File: config.mk
export PLATFORM = sky130hd
export DESIGN_NAME = sd_clk_gen_flat
export DESIGN_NICKNAME = d
export VERILOG_FILES = /design/src/rtl/sd_clk_gen_if.sv /design/src/rtl/sd_clk_gen.sv /design/src/flat_wrapper.sv
export SDC_FILE = /design/constraint.sdc
export NUM_CORES = 1
export LEC_CHECK = 0
export CAP_MARGIN = 20
export CORE_MARGIN = 2
export CORE_UTILIZATION = 51
export CTS_BUF_LIST = sky130_fd_sc_hd__clkbuf_8
export DETAILED_ROUTE_END_ITERATION = 8
export MAX_ROUTING_LAYER = met4
export PLACE_DENSITY = 0.82
export SLEW_MARGIN = 20
export SYNTH_ARGS = -nofsm -noshare
export SYNTH_HDL_FRONTEND = slang
export SYNTH_SLANG_ARGS = --single-unit
File: constraint.sdc
create_clock -name clk_i -period 2.6 [get_ports clk_i]
set_input_delay 0.52 -clock clk_i [delete_from_list [all_inputs] [get_ports clk_i]]
set_output_delay 0.52 -clock clk_i [all_outputs]
set_load 0.05 [all_outputs]
File: src/rtl/sd_clk_gen_if.sv
// ---------------------------------------------------------------------------
// sd_clk_gen_if
// Groups the control and status signals between the host clock_control
// logic (master) and the SD clock generator (slave).
//
// Signals:
//   internal_clk_enable_i  master -> slave  internal clock enable
//   sd_clk_enable_i        master -> slave  SD clock enable
//   div_sel_i[9:0]         master -> slave  divisor N (half-period = N cycles, 0 = divide-by-1)
//   pause_i                master -> slave  data-path pause (read buffer full)
//   internal_clk_stable_o  slave -> master  internal clock stable status
//   sd_clk_o               slave -> master  divided SD clock
//   sd_clk_en_p_o          slave -> master  rising-edge strobe
//   sd_clk_en_n_o          slave -> master  falling-edge strobe
//   div_1_o                slave -> master  divide-by-1 mode active
//   sd_clk_running_o       slave -> master  SD clock currently toggling
// ---------------------------------------------------------------------------
interface sd_clk_gen_if;
   logic       internal_clk_enable_i;
   logic       sd_clk_enable_i;
   logic [9:0] div_sel_i;
   logic       pause_i;
   logic       internal_clk_stable_o;
   logic       sd_clk_o;
   logic       sd_clk_en_p_o;
   logic       sd_clk_en_n_o;
   logic       div_1_o;
   logic       sd_clk_running_o;

   // Host-side view: drives enables, divisor and pause; observes status.
   modport master (
      output internal_clk_enable_i, sd_clk_enable_i, div_sel_i, pause_i,
      input  internal_clk_stable_o, sd_clk_o, sd_clk_en_p_o, sd_clk_en_n_o,
             div_1_o, sd_clk_running_o
   );

   // Generator-side view.
   modport slave (
      input  internal_clk_enable_i, sd_clk_enable_i, div_sel_i, pause_i,
      output internal_clk_stable_o, sd_clk_o, sd_clk_en_p_o, sd_clk_en_n_o,
             div_1_o, sd_clk_running_o
   );
endinterface

File: src/rtl/sd_clk_gen.sv
// ---------------------------------------------------------------------------
// sd_clk_gen
// SD card clock generator. Divides clk_i by 2*N (N = latched divisor) and
// produces one-cycle strobes marking the rising and falling SD clock edges.
// A pause or disable only ever stops the clock while it is low, and a high
// half-period is always completed (except under reset). N = 0 selects
// divide-by-1 mode, where the pad clock comes from an external gate on clk_i
// and both strobes simply follow the run condition.
//
// Ports:
//   clk_i   in  base controller clock
//   rst_ni  in  synchronous active-low reset
//   bus     sd_clk_gen_if.slave  enables, divisor, pause and status outputs
// ---------------------------------------------------------------------------
module sd_clk_gen (
   input  logic               clk_i,
   input  logic               rst_ni,
   sd_clk_gen_if.slave        bus
);

   typedef enum logic [1:0] {
      OFF  = 2'd0,
      LOW  = 2'd1,
      HIGH = 2'd2
   } state_t;

   state_t     state;
   logic [9:0] cnt;
   logic [9:0] div_q;
   logic       sd_clk_q;
   logic       en_sync;
   logic       stable_q;

   logic       enables;
   logic       run;
   logic       div_1;
   logic       terminal;

   assign enables  = bus.internal_clk_enable_i & bus.sd_clk_enable_i;
   assign run      = enables & ~bus.pause_i;
   assign div_1    = (div_q == 10'd0);
   // Only meaningful when div_q > 0; divide-by-1 is handled separately.
   assign terminal = (cnt == div_q - 10'd1);

   // Two-stage qualification of the internal clock enable gives the stable
   // flag two cycles after enable rises and drops it one cycle after enable
   // falls, because the second stage is ANDed with the live enable.
   always_ff @(posedge clk_i) begin
      if (!rst_ni) begin
         en_sync  <= 1'b0;
         stable_q <= 1'b0;
      end else begin
         en_sync  <= bus.internal_clk_enable_i;
         stable_q <= en_sync & bus.internal_clk_enable_i;
      end
   end

   // Main divider FSM. The divisor is latched only when leaving OFF and at
   // the end of each high half-period, so mid-period divisor changes never
   // alter the half-period in progress. In LOW a dropped run condition
   // restarts the count from zero; HIGH always runs to its terminal count.
   always_ff @(posedge clk_i) begin
      if (!rst_ni) begin
         state    <= OFF;
         cnt      <= '0;
         div_q    <= '0;
         sd_clk_q <= 1'b0;
      end else begin
         case (state)
            OFF: begin
               cnt      <= '0;
               sd_clk_q <= 1'b0;
               if (run) begin
                  div_q <= bus.div_sel_i;
                  state <= LOW;
               end
            end
            LOW: begin
               if (!run) begin
                  cnt      <= '0;
                  sd_clk_q <= 1'b0;
                  if (!enables) begin
                     state <= OFF;
                  end
               end else if (div_1) begin
                  cnt <= '0;
               end else if (terminal) begin
                  cnt      <= '0;
                  sd_clk_q <= 1'b1;
                  state    <= HIGH;
               end else begin
                  cnt <= cnt + 10'd1;
               end
            end
            HIGH: begin
               if (terminal) begin
                  cnt      <= '0;
                  sd_clk_q <= 1'b0;
                  div_q    <= bus.div_sel_i;
                  state    <= LOW;
               end else begin
                  cnt <= cnt + 10'd1;
               end
            end
            default: begin
               state    <= OFF;
               cnt      <= '0;
               sd_clk_q <= 1'b0;
            end
         endcase
      end
   end

   // Strobes are decoded directly from state, count and run so that a pause
   // kills them in the same cycle, including in divide-by-1 mode. The rising
   // strobe only exists in LOW and the falling one only in HIGH when N > 0,
   // so they can never coincide outside divide-by-1.
   assign bus.sd_clk_en_p_o         = (state == LOW) && run && (div_1 || terminal);
   assign bus.sd_clk_en_n_o         = ((state == LOW) && run && div_1) ||
                                      ((state == HIGH) && terminal);
   assign bus.sd_clk_running_o      = (state == HIGH) || ((state == LOW) && run);
   assign bus.div_1_o               = (state != OFF) && div_1;
   assign bus.sd_clk_o              = sd_clk_q;
   assign bus.internal_clk_stable_o = stable_q;

endmodule

File: src/flat_wrapper.sv
// flat-port wrapper written by rule: the top's interface ports become plain ports
module sd_clk_gen_flat 
  (clk_i, rst_ni, bus_internal_clk_enable_i, bus_sd_clk_enable_i, bus_div_sel_i, bus_pause_i, bus_internal_clk_stable_o, bus_sd_clk_o, bus_sd_clk_en_p_o, bus_sd_clk_en_n_o, bus_div_1_o, bus_sd_clk_running_o);
  sd_clk_gen_if bus_i ();
  input  logic clk_i;
  input  logic rst_ni;
  input wire logic [$bits(bus_i.internal_clk_enable_i)-1:0] bus_internal_clk_enable_i;
  input wire logic [$bits(bus_i.sd_clk_enable_i)-1:0] bus_sd_clk_enable_i;
  input wire logic [$bits(bus_i.div_sel_i)-1:0] bus_div_sel_i;
  input wire logic [$bits(bus_i.pause_i)-1:0] bus_pause_i;
  output wire logic [$bits(bus_i.internal_clk_stable_o)-1:0] bus_internal_clk_stable_o;
  output wire logic [$bits(bus_i.sd_clk_o)-1:0] bus_sd_clk_o;
  output wire logic [$bits(bus_i.sd_clk_en_p_o)-1:0] bus_sd_clk_en_p_o;
  output wire logic [$bits(bus_i.sd_clk_en_n_o)-1:0] bus_sd_clk_en_n_o;
  output wire logic [$bits(bus_i.div_1_o)-1:0] bus_div_1_o;
  output wire logic [$bits(bus_i.sd_clk_running_o)-1:0] bus_sd_clk_running_o;
  assign bus_i.internal_clk_enable_i = bus_internal_clk_enable_i;
  assign bus_i.sd_clk_enable_i = bus_sd_clk_enable_i;
  assign bus_i.div_sel_i = bus_div_sel_i;
  assign bus_i.pause_i = bus_pause_i;
  assign bus_internal_clk_stable_o = bus_i.internal_clk_stable_o;
  assign bus_sd_clk_o = bus_i.sd_clk_o;
  assign bus_sd_clk_en_p_o = bus_i.sd_clk_en_p_o;
  assign bus_sd_clk_en_n_o = bus_i.sd_clk_en_n_o;
  assign bus_div_1_o = bus_i.div_1_o;
  assign bus_sd_clk_running_o = bus_i.sd_clk_running_o;
  sd_clk_gen u_core (.clk_i(clk_i), .rst_ni(rst_ni), .bus(bus_i));
endmodule
Yosys cells after proc, flatten, opt, wreduce, memory -nomap -nowiden
Index checks and enable logic that the tools add are counted.
{ "word_totals": {"reg_bits": 25, "out_inout_bits": 6} }
{ "classes": {"n_addsub": 2, "eq_ne": 8, "muxes": 19, "bitwise_logic": 4, "reduce_logical": 15} }
{ "ops": {"columns": ["op", "count"], "rows": [
  ["$mux W10", 5],
  ["$pmux W10 S2", 2],
  ["$mux W2", 6],
  ["$add A10 B1 Y10 const B", 1],
  ["$eq A10 B10 Y1", 1],
  ["$logic_not A10 Y1", 1],
  ["$sub A10 B1 Y10 const B", 1],
  ["$ne A3 B3 Y1 const B", 3],
  ["$pmux W2 S3", 1],
  ["$reduce_and A3 Y1", 2],
  ["$logic_and A1 B1 Y1", 5],
  ["$reduce_and A5 Y1", 1],
  ["$mux W1", 4],
  ["$ne A2 B1 Y1 const B", 2],
  ["$reduce_bool A2 Y1", 2],
  ["$and A1 B1 Y1", 3],
  ["$logic_or A1 B1 Y1", 3],
  ["$eq A2 B1 Y1 const B", 1],
  ["$eq A2 B2 Y1 const B", 1],
  ["$logic_not A2 Y1", 1],
  ["$pmux W1 S2", 1],
  ["$not A1 Y1", 1]
]} }

Logic depth before layout (Yosys ltp)
{ "logic_depth": {"word_depth": 6, "mapped_depth": 11} }

Worst setup path after synthesis
No wires, ideal clock.
{ "synth_path": {"kind": "reg-to-output", "start": "register u_core.div_q[0]", "end": "output port bus_sd_clk_en_p_o", "arrival_ns": 2.719, "path_slack_ns": -0.639, "stages_incl_launch_ff": 11, "path_cell_list": "dfxtp_1 -> clkbuf_1 -> inv_1 -> ha_1 -> clkbuf_1 -> o21ba_2 -> a221oi_1 -> a41o_1 -> nand2_1 -> a211o_1 -> a21oi_1"} }
{ "synth_via": {"elab_chain_len": 4} }
{ "synth_rtl": {"columns": ["item", "line", "source"], "rows": [
  ["from (decl)", "sd_clk_gen.sv:29", "logic [9:0] div_q;"],
  ["from (signal assigned)", "sd_clk_gen.sv:74", "div_q <= bus.div_sel_i;"],
  ["from (signal assigned)", "sd_clk_gen.sv:99", "div_q <= bus.div_sel_i;"],
  ["$sub A10 B1 Y10", "sd_clk_gen.sv:43", "assign terminal = (cnt == div_q - 10'd1);"],
  ["$eq A10 B10 Y1", "sd_clk_gen.sv:43", null],
  ["$logic_or A1 B1 Y1 *", "sd_clk_gen.sv:118", "assign bus.sd_clk_en_p_o = (state == LOW) && run && (div_1 || terminal);"],
  ["$logic_and A1 B1 Y1 *", "sd_clk_gen.sv:118", null],
  ["to (decl)", "flat_wrapper.sv:13", "output wire logic [$bits(bus_i.sd_clk_en_p_o)-1:0] bus_sd_clk_en_p_o;"]
]} }
Every way passes the cells marked *; elsewhere a longest branch is shown, timed or not.

Worst setup path in the final report
{ "layout_path": {"start": "register u_core.div_q[0]", "end": "output port bus_sd_clk_en_n_o"} }
{ "layout_via": {"elab_chain_len": 4} }
{ "layout_rtl": {"columns": ["item", "line", "source"], "rows": [
  ["$sub A10 B1 Y10", "sd_clk_gen.sv:43", null],
  ["$eq A10 B10 Y1", "sd_clk_gen.sv:43", null],
  ["$logic_and A1 B1 Y1", "sd_clk_gen.sv:120", "((state == HIGH) && terminal);"],
  ["$logic_or A1 B1 Y1 *", "sd_clk_gen.sv:119", "assign bus.sd_clk_en_n_o = ((state == LOW) && run && div_1) ||"],
  ["to (decl)", "flat_wrapper.sv:14", "output wire logic [$bits(bus_i.sd_clk_en_n_o)-1:0] bus_sd_clk_en_n_o;"]
]} }
Marks and branches as above.

==> impl_metrics.toml <==
[status]
status = "finished with violations"
violations = "negative setup slack"

[sta]
fin_crit_sh = 1.097
final-hold-violation-count = 0
rsz0062_at_grt = "yes"
holdWs_ps = 472.6
final-setup-viol-count = 2
max_freq_mhz = 350.7
setup_ws_ps = -251.5
min_period_ps = 2852
tightest_slew_ps = 499.5
fin_setup_tns_ps = -502.7
fin_skew_ps = 2.230
slew_violations = 0
relSlewSlack = 0.6659

[setup_path]
start_kind = "flop"
cp_max_fo = 7
crit_type = "flop to primary output"
critPathArrivalTime_ps = 2330
critPathLaunch = "u_core.div_q[0]$_SDFFE_PN0P_"
crit_path_end_kind = "primary output"
r2r_start = "u_core.div_q[0]$_SDFFE_PN0P_"
required_ps = 2080

[clock_tree]
clk_pin_slew_ps = 90
cts_tree = "yes"
cts_root_buf = "clkbuf_8"
cts_buffer_depth = 2
cts_max_level = 1
worstSkewPairLatency_ps = 270
cts_buffers = 3
cts_sinks = 25

[global_route]
gr-usage-met1 = 0.2967
grt_pass1_vias = 1503
grt_overflow = 0
grt_pass1_wl_mm = 6.561
antenna_found_initial = 0
grt.met2_usage = 0.3991
grtUsageTotal = 0.2518
grt_start_max_net_pins = 27
gr-max-usage-layer = "met2"
grt_util_met3 = 0.04329

[floorplanning]
dieArea_um2 = 3578
coreArea_um2 = 3003
rows = 20
die_w_um = 59.82
dieHeight_um = 59.82
start_util = 0.5292
ios = 21

[job]
cap_violations = 0

[placed_design]
pre_cts_slack_ps = 46.35
gp_congestion = 0.9724
portBuffers = 20
detailed_place_hpwl_mm = 2.971
place_area_um2 = 1973

[logic_synthesis]
post-synth-top-area-cell = "dfxtp_1"
ys_warn_count = 0
async_reset_ff_frac = 0
ys_seq_elements = 25
yosys-top-cells-area = "dfxtp_1 31%, mux2i_1 6.9%, nand2_1 6.6%"
netlist_instances = 195
yosys_most_used_dff = "dfxtp_1"
synth_nets = 216
yosysUniqueCellTypes = 47
synth_edf_count = 0
netlist_area_um2 = 1589
synth.top_cell.area_share = 0.3150
syn_area_per_cell_um2 = 8.149
synth_seq_area_share = 0.3150

[final_layout]
drive_above_1_share = 0.2389
final_net_count = 248
fin_area_um2 = 2158
mostFrequentLayoutCells = "28 x nand2_1, 20 x nor2_1, 19 x dfxtp_1"
antenna_cells = 0
num-fill-cells = 223
mostFrequentLayoutCell = "nand2_1"
area_growth_pct = 35.83
seqCellArea_um2 = 515.5
multi_input_area_um2 = 1122

[power_and_ir_drop]
pwr_density_cell_nw_per_um2 = 643.4
p_leak_nw = 0.8372
ir_drop_v = 0.0005697

[worst_hold_path]
min_path_type = "flop to flop"
hold_start = "u_core.en_sync$_SDFF_PN0_"

[detailed_routing]
num_vias = 1550
drtAntennaViolNets = 0
drt_pass1_iterations = 4
wl_per_cell_um = 16.23
viasPerCell = 5.985
wl_mm = 4.204
drcViolationCount = 0
drt-initial-drc-count = 86
==> final cells by class <==
cell class	instances	area share
repair buffers	40	0.1890
clock buffers	3	0.01913
well taps	33	0.01913
inverters	7	0.01217
flip-flops and latches	25	0.2388
clock inverters	1	0.001739
multi-input cells	150	0.5200
==> cell usage after synthesis, drive strengths merged, types with 3 or more instances <==
master / instances
and2: 3
nand2: 28
xor2: 9
or2: 4
nor3: 4
dfxtp: 25
xnor2: 8
mux2i: 11
and3: 3
a221oi: 3
clkbuf: 12
nand3: 10
inv: 7
o21ai: 5
a2111oi: 3
ha: 6
nor2: 21
==> state kept, by name, summed over array words and instances, names as in the netlist <==
name / count
u_core.bus.internal_clk_stable_o: 1
u_core.state: 2
u_core.div_q: 10
u_core.cnt: 10
u_core.en_sync: 1
u_core.bus.sd_clk_o: 1
==> per-stage QoR <==
step           power [mW]  cells    util
2_1_floorplan      0.8691    195       -
3_3_place_gp        1.010    248  0.6571
3_5_place_dp        1.031    248  0.6571
4_1_cts             1.295    255  0.6892
5_1_grt             1.455    259  0.7188
6_report            1.389    259  0.7188
==> report_power, final <==
group / total (mW) / internal [mW] / switching, mW / leakage, nW
sequential: 0.465 / 0.417 / 0.0471 / 0.207
clock: 0.233 / 0.106 / 0.127 / 0.0269
combinational: 0.691 / 0.341 / 0.350 / 0.604
total: 1.39 / 0.864 / 0.525 / 0.837
==> final timing paths <==
check,endpoint,slack (ps),cells after the start
max,bus_sd_clk_en_n_o,-250,9
min,u_core.bus.internal_clk_stable_o$_SDFF_PN0_,470,1
min reg2reg,u_core.bus.internal_clk_stable_o$_SDFF_PN0_,470,1
max reg2reg,u_core.state[1]$_SDFFE_PN0P_,240,10
==> per-layer routing <==
metal / share of wire / up-vias
li1: - / 736
met1: 0.42 / 733
met2: 0.49 / 66
met3: 0.056 / 15
met4: 0.034 / 0
met5: 0 / -
==> critical path: stages, from the launching register on <==
cell and delay (ps):
dfxtp_4 400, inv_2 50, ha_4 180, o21ba_4 200
a221oi_2 280, a41o_1 170, nand2_1 90, a211o_4 360
o22ai_4 160, buf_12 160
==> repair_timing <==
action | CTS | global route
hold buffers | 0 | 0
resized for setup | 7 | 11
endpoints found under the setup margin | 2 | 3
pin swaps | 6 | 4
buffers inserted | 3 | 4
==> kinds of logic (layout without fill, tap and decap cells) <==
| logic type | Yosys count | in the layout | synth area share |
|---|---|---|---|
| flops | 25 | 25 | 0.3150 |
| simple gates | 89 | 89 | 0.2740 |
| fa+ha+maj | 6 | 6 | 0.04724 |
| xor+xnor | 17 | 17 | 0.09371 |
| compound gates | 27 | 27 | 0.1512 |
| buf+inv | 20 | 51 | 0.04961 |
| mux | 11 | 11 | 0.06929 |
(Power assumes the default switching activity.)
